### config.mk
export PLATFORM = sky130hd
export DESIGN_NAME = hex_scan_display
export DESIGN_NICKNAME = d
export VERILOG_FILES = /design/src/rtl/hex_scan_pkg.sv /design/src/rtl/hex_font_lut.sv /design/src/rtl/hex_scan_display.sv
export SDC_FILE = /design/constraint.sdc
export NUM_CORES = 1
export LEC_CHECK = 0
export CAP_MARGIN = 20
export CORE_MARGIN = 2
export CORE_UTILIZATION = 55
export DETAILED_ROUTE_END_ITERATION = 7
export PLACE_DENSITY = 0.8
export SLEW_MARGIN = 40
export SYNTH_ARGS = -nofsm -noshare
export SYNTH_HDL_FRONTEND = slang
export SYNTH_SLANG_ARGS = --single-unit
### constraint.sdc
create_clock -name clk -period 3.1 [get_ports clk]
set_input_delay 0.93 -clock clk [delete_from_list [all_inputs] [get_ports clk]]
set_output_delay 0.93 -clock clk [all_outputs]
set_load 0.03 [all_outputs]
### src/rtl/hex_scan_pkg.sv
// Shared types, the 7-segment hex font and the pin-polarity helper for the
// multiplexed hex display driver.
package hex_scan_pkg;

  typedef logic [6:0] seg7_t;

  // Bit order within each entry: g f e d c b a (bit6..bit0).
  localparam seg7_t HEX_FONT [16] = '{
    7'h3F, 7'h06, 7'h5B, 7'h4F, 7'h66, 7'h6D, 7'h7D, 7'h07,
    7'h7F, 7'h6F, 7'h77, 7'h7C, 7'h39, 7'h5E, 7'h7B, 7'h71
  };

  function automatic seg7_t seg_pol(seg7_t s, bit active_low);
    return active_low ? ~s : s;
  endfunction

endpackage

### src/rtl/hex_font_lut.sv
// Combinational nibble to 7-segment pattern lookup on the shared hex font.
module hex_font_lut
  import hex_scan_pkg::*;
(
  input  logic [3:0] nibble,
  output seg7_t      seg
);

  assign seg = HEX_FONT[nibble];

endmodule

### src/rtl/hex_scan_display.sv
// Multiplexed multi-digit hex 7-segment scanner with double-buffered data.
// Optional leading-zero blanking is enabled by defining HEX_SCAN_LZB_EN.
module hex_scan_display
  import hex_scan_pkg::*;
#(
  parameter int DIGITS     = 4,
  parameter int SCAN_DIV   = 50000,
  parameter int BLANK_CYC  = 16,
  parameter int ACTIVE_LOW = 0
) (
  input  logic                  clk,
  input  logic                  rst_n,
  input  logic [4*DIGITS-1:0]   value,
  input  logic [DIGITS-1:0]     dp,
  input  logic                  load,
  output logic [6:0]            seg,
  output logic                  seg_dp,
  output logic [DIGITS-1:0]     dig_sel,
  output logic                  pending,
  output logic                  frame_tick
);

  localparam int IDX_W = (DIGITS > 1) ? $clog2(DIGITS) : 1;
  localparam int DIV_W = $clog2(SCAN_DIV);
  localparam logic [DIV_W-1:0] DIV_LAST  = DIV_W'(SCAN_DIV - 1);
  localparam logic [DIV_W-1:0] BLANK_END = DIV_W'(BLANK_CYC);
  localparam logic [IDX_W-1:0] IDX_LAST  = IDX_W'(DIGITS - 1);
  localparam bit               POL       = (ACTIVE_LOW != 0);
  localparam seg7_t            SEG_OFF   = seg_pol(7'h00, POL);

  logic [DIV_W-1:0]    div_cnt;
  logic [IDX_W-1:0]    dig_idx;
  logic [4*DIGITS-1:0] stage_val, shadow_val;
  logic [DIGITS-1:0]   stage_dp, shadow_dp;
  logic                pend_flag;
  logic                fb;

  assign fb = (div_cnt == DIV_LAST) && (dig_idx == IDX_LAST);

  always_ff @(posedge clk or negedge rst_n) begin
    if (!rst_n) begin
      div_cnt <= '0;
      dig_idx <= '0;
    end else if (div_cnt == DIV_LAST) begin
      div_cnt <= '0;
      dig_idx <= (dig_idx == IDX_LAST) ? '0 : dig_idx + 1'b1;
    end else begin
      div_cnt <= div_cnt + 1'b1;
    end
  end

  // A load coinciding with the frame boundary bypasses staging so it is
  // shown in the very next frame and never raises pending.
  always_ff @(posedge clk or negedge rst_n) begin
    if (!rst_n) begin
      stage_val  <= '0;
      stage_dp   <= '0;
      shadow_val <= '0;
      shadow_dp  <= '0;
      pend_flag  <= 1'b0;
    end else begin
      if (load) begin
        stage_val <= value;
        stage_dp  <= dp;
      end
      if (fb) begin
        if (load) begin
          shadow_val <= value;
          shadow_dp  <= dp;
        end else if (pend_flag) begin
          shadow_val <= stage_val;
          shadow_dp  <= stage_dp;
        end
        pend_flag <= 1'b0;
      end else if (load) begin
        pend_flag <= 1'b1;
      end
    end
  end

  logic [3:0]        cur_nib;
  logic              cur_dp;
  logic [DIGITS-1:0] sel_onehot;
  logic              cur_blank;
  logic              slot_blank;
  seg7_t             font_seg;

  always_comb begin
    cur_nib    = 4'h0;
    cur_dp     = 1'b0;
    sel_onehot = '0;
    for (int k = 0; k < DIGITS; k++) begin
      if (dig_idx == IDX_W'(k)) begin
        cur_nib       = shadow_val[4*k +: 4];
        cur_dp        = shadow_dp[k];
        sel_onehot[k] = 1'b1;
      end
    end
  end

`ifdef HEX_SCAN_LZB_EN
  logic [DIGITS-1:0] lead_zero;
  logic              lz_run;

  // Scan from the most significant digit down; digit 0 always shows.
  always_comb begin
    lz_run    = 1'b1;
    lead_zero = '0;
    for (int k = DIGITS - 1; k >= 0; k--) begin
      lz_run       = lz_run && (shadow_val[4*k +: 4] == 4'h0);
      lead_zero[k] = lz_run && (k != 0);
    end
  end

  assign cur_blank = |(lead_zero & sel_onehot);
`else
  assign cur_blank = 1'b0;
`endif

  assign slot_blank = (div_cnt < BLANK_END);

  hex_font_lut u_font (
    .nibble (cur_nib),
    .seg    (font_seg)
  );

  logic [6:0]        seg_p1;
  logic              dp_p1;
  logic [DIGITS-1:0] sel_p1;
  logic              tick_p1;

  // Output register stage: pins lag the counter state by one cycle.
  always_ff @(posedge clk or negedge rst_n) begin
    if (!rst_n) begin
      seg_p1  <= SEG_OFF;
      dp_p1   <= POL;
      sel_p1  <= {DIGITS{POL}};
      tick_p1 <= 1'b0;
    end else begin
      tick_p1 <= fb;
      if (slot_blank) begin
        seg_p1 <= SEG_OFF;
        dp_p1  <= POL;
        sel_p1 <= {DIGITS{POL}};
      end else begin
        seg_p1 <= seg_pol(cur_blank ? 7'h00 : font_seg, POL);
        dp_p1  <= cur_dp ^ POL;
        sel_p1 <= sel_onehot ^ {DIGITS{POL}};
      end
    end
  end

  assign seg        = seg_p1;
  assign seg_dp     = dp_p1;
  assign dig_sel    = sel_p1;
  assign pending    = pend_flag;
  assign frame_tick = tick_p1;

endmodule

After elaboration in Yosys (flattened, before gate mapping)
Memory sizes are Yosys's and may differ from the RTL's.
Cells that the tools add are included.
{ "word_totals": {"regBits": 72, "mem_bits_ro": 112, "inputBits": 23, "out_inout_bits": 14, "word_cells": 51, "mem_count": 1} }
{ "mem_list": {"columns": ["name", "depth", "width", "rd", "rd_ports_with_merged_regs", "write_ports", "line_no", "source"], "rows": [
  ["(name not given)", 16, 7, 1, 0, 0, "hex_font_lut.sv:9", "assign seg = HEX_FONT[nibble];"]
]} }
{ "classes": {"add_sub_neg": 2, "order_cmp": 2, "eq_ne": 4, "n_mux": 25, "bitwise": 1, "reduce_logical": 5} }
{ "op_table": {"columns": ["operator", "n"], "rows": [
  ["16-bit two-way mux", 3],
  ["4-bit two-way mux", 7],
  ["7-bit two-way mux", 3],
  ["16-bit by 1-bit adder with 16-bit output, second input constant", 1],
  ["16-bit == test, second input constant", 1],
  ["16-bit by 5-bit < comparator with 1-bit output, second input constant", 1],
  ["1-bit two-way mux", 11],
  ["5-bit greater-or-equal comparator, second input constant", 1],
  ["4-bit NOT with 5-bit output", 1],
  ["2-bit == test, second input constant", 2],
  ["2-bit nonzero test", 2],
  ["2-bit by 1-bit adder with 2-bit output, second input constant", 1],
  ["2-bit by 1-bit == test with 1-bit output, second input constant", 1],
  ["2-bit logical NOT", 1],
  ["2-bit two-way mux", 1],
  ["2-bit AND reduction", 1],
  ["1-bit logical AND", 1]
]} }

Depth between registers and ports, before layout
Gate-level depths: netlist of the first run.
{ "depth": {"ltp_word": 10, "depth_mapped": 11, "ltp_nobuf": 10} }

By module
From an unflattened synthesis of the first run, not the netlist that was laid out.
{ "hier_totals": {"cells_unflattened": 258, "hier_area_um2": 3390.8} }
{ "modules_own_cells": {"columns": ["mod", "instances", "cells_per_inst", "area_each_um2"], "rows": [
  ["hex_scan_display", 1, 226, 3109.2],
  ["hex_font_lut", 1, 32, 281.5]
]} }

Worst setup path before layout of the first run
Ideal clock, no wire load.
{ "synth_path": {"kind": "register to register", "from": "register dig_idx[0]", "to": "register seg_p1[1] (netlist: seg[1])", "setup_time_ns": 0.104, "arrival_ns": 2.078, "required_time_ns": 2.996, "path_slack_ns": 0.918, "stages_incl_launch_ff": 10, "n_path_buf": 1, "cell_sequence": "dfrtp_1 inv_1 ha_1 buf_2 or3b_2 o21ai_0 a31oi_1 ha_1 xnor2_1 a221oi_1"} }
{ "synth_between": {"elab_chain_cells": 10, "elab_cells_between_ends": 13} }
{ "synth_rtl": {"columns": ["element", "line_no", "source"], "rows": [
  ["from (decl)", "hex_scan_display.sv:32", "logic [IDX_W-1:0] dig_idx;"],
  ["from (signal assigned)", "hex_scan_display.sv:46", "dig_idx <= (dig_idx == IDX_LAST) ? '0 : dig_idx + 1'b1;"],
  ["2-bit logical NOT", "hex_scan_display.sv:93", "if (dig_idx == IDX_W'(k)) begin"],
  ["4-bit two-way mux (3 in a row)", "hex_scan_display.sv:93", null],
  ["4-bit two-way mux (*)", "hex_scan_display.sv:93", null],
  ["4-bit NOT with 5-bit output (not written as such) (*)", "hex_font_lut.sv:9", null],
  ["memory 16 x 7 bit (*)", null, null],
  ["7-bit two-way mux (not written as such) (*) (2 in a row)", "hex_font_lut.sv:9", null],
  ["7-bit two-way mux (*)", "hex_scan_display.sv:141", "if (slot_blank) begin"],
  ["to (signal assigned)", "hex_scan_display.sv:146", "seg_p1 <= seg_pol(cur_blank ? 7'h00 : font_seg, POL);"],
  ["to (decl)", "hex_scan_display.sv:127", "logic [6:0] seg_p1;"]
]} }
Every way passes the cells marked *; elsewhere a longest branch is shown, timed or not. The select of a mux whose other input is x is not followed.
A chain may end at the register's enable or synchronous reset.

Worst setup path in the final report of the first run
Same ends and word-level chain as after synthesis.

==> flow_summary.yaml, run 1 <==
route:
  via_per_inst: 5.61
  wl_per_cell_microns: 15.9
  met3WireLength_microns: 253
  vias: 2189
  first_pass_iters: 4
  routed_wl_mm: 6.22
  drt-initial-drc-count: 79
  topRoutingLayerUsed: "met4"
  wl_met2_mm: 3.09
  drc: 0
  met1Wirelength_mm: 2.75
  antenna_left: 0
floorplanning:
  rows: 28
  die-area_sq_um: 6650
  dieWidth_microns: 81.5
  core_sq_um: 5850
  die_h_microns: 81.5
  start_util_pct: 56.5
  num_io_pins: 37
hold_path:
  min_path_cells: 1
  worstHoldPathType: "flip-flop to flip-flop"
setup_path:
  critPathLaunch: "dig_idx[0]"
  reg2reg_to: "seg[1]"
  cp.depth: 8
  cpPeakStageDelay_ps: 460
  rr_startpoint: "dig_idx[0]"
  worstPathCellList: "inv_1 -> ha_1 -> or3b_2 -> o21ai_0 -> a31oi_1 -> ha_1 -> xnor2_1 -> a221oi_1"
  crit_required_ps: 3320
  crit_path_top_delay_cell: "or3b_2"
  reg2reg_depth: 8
  endpoint_kind: "flip-flop"
  cp.buffers_inverters: 1
  endpoint: "seg[1]"
  worstSetupPathType: "flip-flop to flip-flop"
  cp_top_family: "adder cells"
  path_common_cell: "ha_1"
  ff2ff_setup_slack_ps: 550
  crit_path_start_kind: "flip-flop"
  cp_max_fo: 10
  arrival_ps: 2770
yosys:
  synth_ff_type: "dfrtp_1"
  yosysSeqAreaShare_pct: 54.5
  syn_inst: 267
  ys_ff_latch: 72
  synth.distinct_cells: 46
  synth_edf_count: 0
  yosys_warnings: 0
  synth_top_area_share_pct: 54.5
  netlist_area_sq_um: 3310
  syn-num-nets: 301
  synth_area_leaders: "dfrtp_1, mux2_2, ha_1"
  avgSynthCellArea_sq_um: 12.4
  yosys.area.top_type: "dfrtp_1"
  async_reset_ff_share_pct: 100
cells_and_area:
  diodes: 0
  n_fill_cell: 420
  post-route-util_pct: 68.1
  multi_input_area_sq_um: 1410
  final_nets: 344
  areaGrowthSynthToFinish_pct: 20.4
  final_layout_size_suffix_gt1_share_pct: 23.2
  final_cell_mix: "dfrtp_1, mux2_2, clkdlybuf4s50_1"
  layout_commonest_cell: "dfrtp_1"
  seq_area_sq_um: 1800
power:
  power_leakage_nw: 1.72
  power_mw: 1.98
  swShare_pct: 22.3
  p_switching_uw: 443
  p_int_mw: 1.54
  ir_worst_vdd_uv: 397
  powerDensity_nw_per_um2: 498
  clkPwrFrac_pct: 41.8
  p_comb_share_pct: 8.1
  pwr-share-seq_pct: 50.2
clocking:
  cts_buffers: 9
  cts_sinks: 72
  postCtsSetupBuffers: 0
  cts-root-buf: "clkbuf_8"
  cts_resized: 0
  path_clk_slew_ps: 70
  ctsHoldBuffers: 0
  h-tree-depth: 3
  cts_tree: "yes"
  cts_max_path_buffers: 2
  clkLatencyLatePin_ps: 340
sta:
  hold_viol: 0
  fmax_mhz: 392
  fin_skew_ps: 8.28
  setup_tns_ps: 0
  worstMarginPinSlew_ps: 612
  slew_violations: 0
  finalSetupViolCount: 0
  layout_min_cycle_time_ps: 2550
  finalCritPeriodShare_pct: 82.2
  max_slew_margin_pct: 59.1
  rsz0062_at_grt: "no"
placed_design:
  gp_congestion: 0.863
  dp_hpwl_mm: 4.28
  port_buffers: 36
global_route:
  overflow: 0
  grt_pass1_wl_mm: 10.6
  grt_pass1_vias: 2302
  antenna_found_initial: 0
  grt_max_degree: 73
  grtUsageTotal_pct: 21.4
run_status:
  outcome: "finished clean"
job:
  drv_cap: 0
final cells by class:
class | instances | area share (%)
multi-input combinational | 175 | 35.4
timing repair buffer | 41 | 10.2
clock buffer | 10 | 3.46
tap | 75 | 2.36
clock inverter | 6 | 2.32
sequential | 72 | 45.2
inverter | 11 | 1.04
layer usage:
metal	vias to the layer above	track usage, %
met4	0	11.2
met1	1091	26.9
li1	1032	-
met2	54	35.0
met5	-	0
met3	12	4.18
worst min path at each step:
stage                              from       endpoint
after global placement       div_cnt[0]     div_cnt[0]
final                        div_cnt[0]     div_cnt[0]
after floorplan           shadow_val[2]  shadow_val[2]
after CTS                    div_cnt[0]     div_cnt[0]
after global routing       stage_val[5]   stage_val[5]
after detailed placement     div_cnt[5]     div_cnt[5]
cell usage after synthesis (all sizes together), types with 2 or more instances:
master,n
nand3b,2
a21oi,2
nand3,8
o221ai,2
buf,6
nor2,19
nand4b,3
xnor2,12
ha,11
nor4,7
clkbuf,3
nand2b,3
and2,3
a211o,2
o221a,2
mux2,41
or3b,2
o21ai,4
a211oi,2
xor2,3
o211ai,3
mux2i,3
nor2b,2
nand4,4
inv,11
dfrtp,72
nand2,15
nor3,6
o211a,2
a311oi,2
nor3b,2
cell families after synthesis:
group                    after synthesis  share of synthesized area, %
AO/OA/AOI/OAI                         25                          6.09
AND/OR/NAND/NOR                       80                          13.5
adder cells (fa/ha/maj)               11                          4.16
multiplexers                          44                          14.9
flip-flops                            72                          54.5
XOR/XNOR                              15                          3.97
buffers and inverters                 20                          2.88
through the flow:
stage,instance area [sq um],cells,hold slack (ps),worst slack (ps)
global placement,3750,374,476,632
detailed placement,3750,374,489,567
CTS,3980,390,501,560
global route,3980,390,512,358
floorplan,3310,267,450,918
finish,3980,390,497,552
registers in the layout, indices dropped and copies added, names as in the netlist:
register    count
pending         1
frame_tick      1
seg             7
dig_sel         4
stage_val      16
shadow_dp       4
dig_idx         2
stage_dp        4
div_cnt        16
shadow_val     16
seg_dp          1
worst reg2reg max path: stages (launching register included):
cell and delay, ps:
dfrtp_1 420, inv_1 130, ha_1 340, or3b_2 470, o21ai_0 90, a31oi_1 150, ha_1 390, xnor2_1 140
a221oi_1 310
power by group through the flow:
stage / sequential (mW) / clock [mW] / combinational [mW]
after global routing: 1.00 / 0.882 / 0.177
final: 0.996 / 0.829 / 0.160
after detailed placement: 1.01 / 0 / 0.163
after CTS: 0.996 / 0.843 / 0.164
after floorplan: 1.02 / 0 / 0.0699
after global placement: 1.01 / 0 / 0.156
Note: power is estimated with default switching activity, not from simulation.
==> run 2: changes to the inputs <==
==> constraint.sdc (replaced) <==
create_clock -name clk -period 2.45 [get_ports clk]
set_input_delay 0.735 -clock clk [delete_from_list [all_inputs] [get_ports clk]]
set_output_delay 0.735 -clock clk [all_outputs]
set_load 0.03 [all_outputs]
==> flow_summary.yaml, run 2 (same netlist as run 1, synthesis figures left out) <==
sta:
  finalCritPeriodShare_pct: 93.1
  hold_slack_ps: 408
  max_slew_margin_pct: 65.9
  fin_skew_ps: 11.8
  fmax_mhz: 438
  slew_violations: 0
  finalSetupViolCount: 0
  layout_setup_ws_ps: 168
  setup_tns_ps: 0
  layout_min_cycle_time_ps: 2280
  rsz0062_at_grt: "no"
  worstMarginPinSlew_ps: 512
  hold_viol: 0
cells_and_area:
  diodes: 0
  final_area_sq_um: 4070
  final_nets: 354
  layout_commonest_cell: "dfrtp_1"
  reg_top3: "div_cnt (16), shadow_val (16), stage_val (16)"
  final_layout_size_suffix_gt1_share_pct: 26.5
  final_cell_mix: "dfrtp_1, mux2_2, clkdlybuf4s50_1"
  areaGrowthSynthToFinish_pct: 23.1
route:
  drt-initial-drc-count: 170
  first_pass_iters: 6
  routed_wl_mm: 6.22
  drc: 0
  wl_per_cell_microns: 15.5
  vias: 2205
  antenna_left: 0
  via_per_inst: 5.51
clocking:
  cts-root-buf: "clkbuf_8"
  cts_sinks: 72
  h-tree-depth: 3
  cts_max_path_buffers: 2
  cts_buffers: 9
  cts_tree: "yes"
  ctsHoldBuffers: 0
  clkLatencyLatePin_ps: 340
  path_clk_slew_ps: 70
placed_design:
  port_buffers: 36
  dp_hpwl_mm: 4.43
  dp_slack_ps: 140
  gp_congestion: 0.913
  placed_area_sq_um: 3820
global_route:
  grt_max_degree: 44
  grt_pass1_vias: 2241
  antenna_found_initial: 0
  grt_pass1_wl_mm: 10.8
  overflow: 0
  grtUsageTotal_pct: 21.6
setup_path:
  crit_required_ps: 2670
  reg2reg_depth: 9
  endpoint_kind: "flip-flop"
  cp_max_fo: 7
  worstSetupPathType: "flip-flop to flip-flop"
  ff2ff_setup_slack_ps: 170
  reg2reg_to: "seg[3]"
  arrival_ps: 2500
  rr_startpoint: "dig_idx[0]"
  crit_path_start_kind: "flip-flop"
floorplanning:
  dieWidth_microns: 81.5
  start_util_pct: 56.5
  core_sq_um: 5850
  die-area_sq_um: 6650
  rows: 28
  die_h_microns: 81.5
  num_io_pins: 37
power:
  powerDensity_nw_per_um2: 607
  power_leakage_nw: 1.76
  ir_worst_vdd_uv: 425
run_status:
  outcome: "finished clean"
hold_path:
  worstHoldPathType: "input pin to asynchronous set/reset pin"
job:
  drv_cap: 0
run 2: how the worst max path moves through the flow:
stage / startpoint / to / slack [ps] / cells after the start
6_report: dig_idx[0] / seg[3] / 170 / 9
5_1_grt: dig_idx[0] / seg[1] / 10 / 9
4_1_cts: dig_idx[0] / seg[3] / 110 / 10
3_5_place_dp: load / shadow_val[8] / 140 / 5
3_3_place_gp: load / shadow_val[13] / 180 / 5
2_1_floorplan: dig_idx[0] / seg[1] / 270 / 9
run 2: area by class of cell:
cell class / count / area [sq um]
fillers: 422 / 1780
flip-flops and latches: 72 / 1800
well taps: 75 / 93.8
clock buffers: 9 / 124
inverters: 11 / 41.3
multi-input cells: 175 / 1420
clock inverters: 7 / 96.3
repair buffers: 51 / 493
run 2: stage by stage:
step	power (mW)	utilization (%)	cells
after floorplan	1.38	-	267
after global placement	1.48	65.4	382
after detailed placement	1.49	65.4	382
after CTS	2.49	69.1	398
after global routing	2.58	69.6	400
final	2.47	69.6	400
run 2: worst max-delay path, cell delays in order, from the launching register on:
cell,delay [ps]
dfrtp_1,400
buf_4,140
ha_1,260
o211a_1,270
or2_2,330
inv_1,120
ha_2,230
nand3_1,90
o221ai_1,210
a21oi_1,100
run 2: report_power, final:
group	internal (mW)	leakage, nW	switching, mW	total, mW
Sequential	1.24	0.898	0.0178	1.26
Combinational	0.108	0.764	0.0966	0.204
Clock	0.572	0.101	0.434	1.01
Total	1.92	1.76	0.548	2.47
run 2: per-layer routing:
layer  GRT usage [%]  share of wire, %  vias up
li1                -                 -     1053
met1            27.8                44     1078
met2            34.3                49       60
met3            6.04               4.7       14
met4            8.98               2.6        0
met5               0                 0        -
run 2: repair_timing:
action | in CTS | in global routing
setup buffers | 0 | 2
gates resized for setup | 0 | 3
setup endpoints to repair | 0 | 4
==> run 3: changes to the inputs <==
--- a/config.mk
+++ b/config.mk
@@ -8,6 +8,7 @@
 export CAP_MARGIN = 20
 export CORE_MARGIN = 2
 export CORE_UTILIZATION = 55
+export CTS_CLUSTER_SIZE = 16
 export DETAILED_ROUTE_END_ITERATION = 7
 export PLACE_DENSITY = 0.8
 export SLEW_MARGIN = 40
==> results of run 3 <==
Same layout as run 2: the final DEF is identical, and so are final timing and power.
